`src/rtl/console_pkg.sv`:
```
// Shared definitions for the text console: FSM states, control codes and the
// default screen geometry also used by the character renderer.
package console_pkg;

  localparam int          DEF_COLS  = 64;
  localparam int          DEF_ROWS  = 37;
  localparam logic [7:0]  DEF_BLANK = 8'h20;

  localparam logic [7:0]  CC_BS = 8'h08;
  localparam logic [7:0]  CC_LF = 8'h0A;
  localparam logic [7:0]  CC_FF = 8'h0C;
  localparam logic [7:0]  CC_CR = 8'h0D;

  typedef enum logic [2:0] {
    IDLE,
    CLEAR,
    SCROLL_RD,
    SCROLL_WR,
    CLEAR_LAST
  } state_t;

  function automatic logic is_printable(input logic [7:0] b);
    return (b >= 8'h20) && (b <= 8'h7E);
  endfunction

endpackage

```
`src/rtl/text_console_writer.sv`:
```
// Write side of the text-mode character buffer: places glyph codes at the
// cursor, interprets CR/LF/BS/FF, and clears or scrolls the screen in memory.
module text_console_writer
  import console_pkg::*;
#(
  parameter int         COLS  = DEF_COLS,
  parameter int         ROWS  = DEF_ROWS,
  parameter int         ADDRW = 12,
  parameter logic [7:0] BLANK = DEF_BLANK,
  localparam int        COLW  = $clog2(COLS),
  localparam int        ROWW  = $clog2(ROWS + 1)
) (
  input  logic             clk,
  input  logic             rst_n,
  input  logic             char_valid,
  input  logic [7:0]       char_data,
  output logic             char_ready,
  output logic             mem_we,
  output logic [ADDRW-1:0] mem_waddr,
  output logic [7:0]       mem_wdata,
  output logic [ADDRW-1:0] mem_raddr,
  input  logic [7:0]       mem_rdata,
  output logic [COLW-1:0]  cur_col,
  output logic [ROWW-1:0]  cur_row,
  output logic             busy
);

  localparam int CELLS = ROWS * COLS;
  localparam int CNTW  = ADDRW + 1;

  generate
    if (CELLS > (2 ** ADDRW)) begin : g_bad_size
      $error("text_console_writer: ROWS*COLS exceeds the video memory address space");
    end
    if ((COLS & (COLS - 1)) != 0) begin : g_bad_cols
      $error("text_console_writer: COLS must be a power of two");
    end
  endgenerate

  state_t            state_reg;
  logic [COLW-1:0]   col_reg;
  logic [ROWW-1:0]   row_reg;
  logic [CNTW-1:0]   cnt_reg;
  logic [CNTW-1:0]   cnt_inc;
  logic              cnt_last;

  logic [ADDRW-1:0]  cur_addr;
  logic              at_last_col;
  logic              at_last_row;

  logic [COLW-1:0]   col_next;
  logic [ROWW-1:0]   row_next;
  logic              wr_en_next;
  logic [ADDRW-1:0]  wr_addr_next;
  logic [7:0]        wr_data_next;
  logic              scroll_req;
  logic              clear_req;

  assign cur_addr    = ADDRW'(row_reg) * ADDRW'(COLS) + ADDRW'(col_reg);
  assign at_last_col = (col_reg == COLW'(COLS - 1));
  assign at_last_row = (row_reg == ROWW'(ROWS - 1));
  assign cnt_inc     = cnt_reg + CNTW'(1);
  assign cnt_last    = (cnt_reg == CNTW'(CELLS - 1));

  assign cur_col = col_reg;
  assign cur_row = row_reg;
  assign busy    = ~char_ready;

  // Decode of the byte offered in IDLE; only applied when it is accepted.
  always_comb begin
    col_next     = col_reg;
    row_next     = row_reg;
    wr_en_next   = 1'b0;
    wr_addr_next = cur_addr;
    wr_data_next = BLANK;
    scroll_req   = 1'b0;
    clear_req    = 1'b0;
    if (is_printable(char_data)) begin
      wr_en_next   = 1'b1;
      wr_data_next = char_data;
      if (at_last_col) begin
        col_next = '0;
        if (at_last_row) scroll_req = 1'b1;
        else             row_next   = row_reg + ROWW'(1);
      end else begin
        col_next = col_reg + COLW'(1);
      end
    end else begin
      case (char_data)
        CC_CR: col_next = '0;
        CC_LF: begin
          col_next = '0;
          if (at_last_row) scroll_req = 1'b1;
          else             row_next   = row_reg + ROWW'(1);
        end
        CC_BS: begin
          wr_en_next = 1'b1;
          // Stepping back from column 0 lands on the last cell of the previous
          // row, which is simply the preceding linear address.
          if (col_reg != '0) begin
            col_next     = col_reg - COLW'(1);
            wr_addr_next = cur_addr - ADDRW'(1);
          end else if (row_reg != '0) begin
            col_next     = COLW'(COLS - 1);
            row_next     = row_reg - ROWW'(1);
            wr_addr_next = cur_addr - ADDRW'(1);
          end
        end
        CC_FF: begin
          col_next  = '0;
          row_next  = '0;
          clear_req = 1'b1;
        end
        default: ;
      endcase
    end
  end

  always_ff @(posedge clk or negedge rst_n) begin
    if (!rst_n) begin
      state_reg  <= CLEAR;
      cnt_reg    <= '0;
      col_reg    <= '0;
      row_reg    <= '0;
      char_ready <= 1'b0;
      mem_we     <= 1'b0;
      mem_waddr  <= '0;
      mem_wdata  <= BLANK;
      mem_raddr  <= '0;
    end else begin
      mem_we <= 1'b0;
      case (state_reg)
        IDLE: begin
          if (char_valid && char_ready) begin
            mem_we    <= wr_en_next;
            mem_waddr <= wr_addr_next;
            mem_wdata <= wr_data_next;
            col_reg   <= col_next;
            row_reg   <= row_next;
            if (clear_req) begin
              state_reg  <= CLEAR;
              cnt_reg    <= '0;
              char_ready <= 1'b0;
            end else if (scroll_req) begin
              // First source address goes out now so its data is back by SCROLL_WR.
              state_reg  <= SCROLL_RD;
              cnt_reg    <= CNTW'(COLS);
              mem_raddr  <= ADDRW'(COLS);
              char_ready <= 1'b0;
            end
          end
        end
        CLEAR: begin
          mem_we    <= 1'b1;
          mem_waddr <= cnt_reg[ADDRW-1:0];
          mem_wdata <= BLANK;
          if (cnt_last) begin
            state_reg  <= IDLE;
            char_ready <= 1'b1;
          end else begin
            cnt_reg <= cnt_inc;
          end
        end
        SCROLL_RD: begin
          state_reg <= SCROLL_WR;
        end
        SCROLL_WR: begin
          mem_we    <= 1'b1;
          mem_waddr <= cnt_reg[ADDRW-1:0] - ADDRW'(COLS);
          mem_wdata <= mem_rdata;
          if (cnt_last) begin
            state_reg <= CLEAR_LAST;
            cnt_reg   <= CNTW'((ROWS - 1) * COLS);
          end else begin
            state_reg <= SCROLL_RD;
            cnt_reg   <= cnt_inc;
            mem_raddr <= cnt_inc[ADDRW-1:0];
          end
        end
        CLEAR_LAST: begin
          mem_we    <= 1'b1;
          mem_waddr <= cnt_reg[ADDRW-1:0];
          mem_wdata <= BLANK;
          if (cnt_last) begin
            state_reg  <= IDLE;
            char_ready <= 1'b1;
          end else begin
            cnt_reg <= cnt_inc;
          end
        end
        default: begin
          state_reg  <= CLEAR;
          cnt_reg    <= '0;
          char_ready <= 1'b0;
        end
      endcase
    end
  end

endmodule
```
`config.mk`:
```
export PLATFORM = sky130hd
export DESIGN_NAME = text_console_writer
export DESIGN_NICKNAME = d
export VERILOG_FILES = /design/src/rtl/console_pkg.sv /design/src/rtl/text_console_writer.sv
export SDC_FILE = /design/constraint.sdc
export NUM_CORES = 1
export LEC_CHECK = 0
export BUFFER_PORTS_ARGS = -buffer_cell sky130_fd_sc_hd__buf_2
export CAP_MARGIN = 0
export CORE_UTILIZATION = 25
export DETAILED_ROUTE_END_ITERATION = 16
export SYNTH_ARGS = -nofsm -noshare
export SYNTH_HDL_FRONTEND = slang
export SYNTH_SLANG_ARGS = --single-unit
```
`constraint.sdc`:
```
create_clock -name clk -period 3.2 [get_ports clk]
set_input_delay 0.32 -clock clk [delete_from_list [all_inputs] [get_ports clk]]
set_output_delay 0.32 -clock clk [all_outputs]
set_load 0.01 [all_outputs]
```
==> summary.md <==
| Metric | Value |
|---|---|
| Register bit total from synthesis | `62` |
| Relative max-transition margin | `0.465` |
| Number of I/O port buffers | `65` |
| Number of hold-slack violations in the final timing report | `0` |
| Final critical-path setup slack | `345 ps` |
| Post-route DRC | `0` |
| Synth top area share | `0.379` |
| Fill cell total of the finished layout | `1633` |
| Remaining antenna violation count after routing | `0` |
| Most common library cells after synthesis | `dfrtp_1, nor2_1, nand2_1` |
| Routed wire length per instance | `15.5 microns` |
| Kind of critical path | `flip-flop to flip-flop` |
| Total chip power | `1.89 mW` |
| Weighted congestion at the end of routability-driven global placement | `0.898` |
| Cell row count | `45` |
| Cell area after placement | `4520 sq um` |
| Place WS | `488 ps` |
| Via-to-Cell Ratio | `5.14` |
| Root buffer cell | `clkbuf_16` |
| Clock slew at the register clock pins of the worst setup and hold paths | `50 ps` |
| Number of global-route vias before repair | `3628` |
| Result of the run | `completed` |
| Number of detailed-routing iterations run before antenna repair | `5` |
| Synth Area per Inst | `8.21 sq um` |
| Predominant post-synthesis flop cell | `dfrtp_1` |
| Antenna violations before repair | `1` |
| Detailed Route WL | `11.8 mm` |
| Largest register FFs | `13` |
| I/O pin count | `66` |
| Cell types with the largest area share after synthesis | `dfrtp_1, o21ai_0, nor2_1` |
| Die ar. | `16300 sq um` |
| Hold path startpoint | `mem_rdata[7]` |
| Crit Path Max Fanout | `19` |
| Number of hold buffers added after CTS | `1` |
| Fraction of registers with async set/reset | `1.00` |
| Number of distinct library cells after synthesis | `52` |
| TritonCTS clock tree | `done` |
| Initial core utilization | `0.258` |
| Warning count from the yosys run | `0` |
| Vertical die dimension | `128 microns` |
| Maximum Capacitance Violations | `0` |
| Period utilisation layout | `0.892` |
| TritonCTS Buffers | `9` |
| Post-route minimum period | `2860 ps` |
| Clock skew after layout | `5.13 ps` |
| Area growth syn-to-layout | `22.4%` |
| Worst-case hold path end point | `mem_wdata[7]` |
| Crit path arrival time | `3040 ps` |
| Worst reg2reg setup slack | `340 ps` |
| TNS Setup | `0 ps` |
| Leakage component of the power | `2.07 nW` |
| Sequential area share after synthesis | `0.393` |
| Insertion delay to the later sink of the worst-skew pair | `330 ps` |
| Final Max Slew Viols | `0` |
| Via count | `3887` |
| EDFF count, synth | `0` |
| Final Hold Slack | `202 ps` |
| Number of stages on the worst hold path | `2` |
| Critical Path Source Type | `flip-flop` |
| Count of clock tree sinks | `62` |
| Post-route cell area | `4840 sq um` |
| Syn Inst Count | `482` |
| Number of gates resized after CTS | `0` |
| Length in cells of the worst reg-to-reg path | `9` |
| Required arrival time at the worst endpoint | `3380 ps` |
| Cells traversed along the worst timing path | `inv_1 > ha_1 > nor4bb_1 > nand4_1 > o22ai_1 > o221ai_1 > buf_4 > o21ai_0 > o311ai_0` |
| H-tree levels | `3` |
| Global router's overall resource usage | `0.149` |
| Ratio of cells with drive above 1 in the final layout | `0.174` |
| Worst hold path type | `input port to flip-flop` |
| Crit. End Element | `flip-flop` |
| CP max stage delay | `510 ps` |
| Antenna cell count | `0` |
| Remaining Overflow, GRT | `0` |
| Most used standard cell by instance count after synthesis | `dfrtp_1` |
| Horizontal die dimension | `128 microns` |
| Power density over cell area | `391 nW/um^2` |
| Max Root-Sink Buffers | `2` |
| First-pass GRT wire length | `18.9 mm` |
| Unrepaired setup endpoints after global routing | `false` |
| Post-Syn Nets | `511` |
| Iteration-0 DRC Markers | `359` |
| Post-CTS setup buffer count | `0` |
| Cell taking the most area after synthesis | `dfrtp_1` |
| Setup violators final | `0` |
| Critical-path top delay cell | `nor4bb_1` |
| Total standard cell area after synthesis | `3960 sq um` |
| Worst reg2reg startpoint | `cur_row[0]` |
| R2R Path End | `cnt_reg[8]` |
| Worst Max-Slew Pin Slew | `801 ps` |
| Layout Nets | `569` |
| VDD IR max | `0.000236 V` |
| Max Clk Rate | `0.350 GHz` |
| Maximum number of pins on one net before global-route repair | `26` |
| Core Area | `15300 sq um` |
| Final HPWL DP | `8.67 mm` |
[cell usage in the layout (no fill, tap or decap), types with 4 or more instances in the layout]
cell / count
buf_2: 65
dfrtp_1: 60
nor2_1: 52
nand2_1: 49
o21ai_0: 43
a21oi_1: 35
nand3_1: 17
inv_1: 15
nor3_1: 12
xnor2_1: 12
a221oi_1: 11
buf_4: 11
a31oi_1: 10
xor2_1: 10
ha_1: 10
o31ai_1: 9
clkbuf_16: 9
a21o_1: 7
and2_1: 6
or4_1: 6
nand2b_1: 6
or3_1: 6
and3_1: 6
nand4_1: 6
nor3b_1: 5
nor2b_1: 5
o21ai_1: 5
o22ai_1: 4
[worst max path at each step]
stage,slack (ps),end,from
after floorplan,600,cnt_reg[0],cur_row[0]
after global placement,490,cnt_reg[8],cur_row[0]
after detailed placement,490,cnt_reg[8],cur_row[0]
after CTS,460,cnt_reg[8],cur_row[0]
after global routing,130,cnt_reg[8],cur_row[0]
final,340,cnt_reg[8],cur_row[0]
[report_power, final]
part	switching [mW]	internal, mW
clock	0.350	0.700
combinational	0.0413	0.0176
sequential	0	0.785
[final cells by class]
class                           count  area [sq um]  share of cell area
Inverter                           15          56.3              0.0116
Timing Repair Buffer               77           418              0.0863
Multi-Input combinational cell    375          2240               0.462
Tap cell                          211           264              0.0545
Clock inverter                      4          70.1              0.0145
Clock buffer                       12           246              0.0509
Sequential cell                    62          1550               0.321
[metal layers]
metal | up-vias | GRT usage | share of wire
li1 | 1870 | - | -
met1 | 1894 | 0.186 | 0.45
met2 | 111 | 0.247 | 0.49
met3 | 10 | 0.0338 | 0.040
met4 | 2 | 0.0609 | 0.014
met5 | - | 0 | 0.0011
[kinds of logic after synthesis]
family	Yosys count	share of synthesized area
DFF	62	0.393
and+or+nand+nor	186	0.229
buffers and inverters	45	0.0436
adders and majority gates	10	0.0316
muxes	3	0.00790
xor gates and xnor gates	22	0.0487
AOI/OAI and AO/OA	154	0.247
[stage by stage]
stage,std cells,utilization
2_1_floorplan,482,-
3_3_place_gp,739,0.295
3_5_place_dp,739,0.295
4_1_cts,756,0.316
5_1_grt,756,0.316
6_report,756,0.316
[critical path: cells and delay by family, from the launching register on]
kind                     cells  cell delay (ps)
flip-flops                   1              470
adder cells (fa/ha/maj)      1              200
AND/OR/NAND/NOR              2              690
buffers and inverters        2              450
AO/OA/AOI/OAI                4              900
Power figures use the tool's default switching activity.
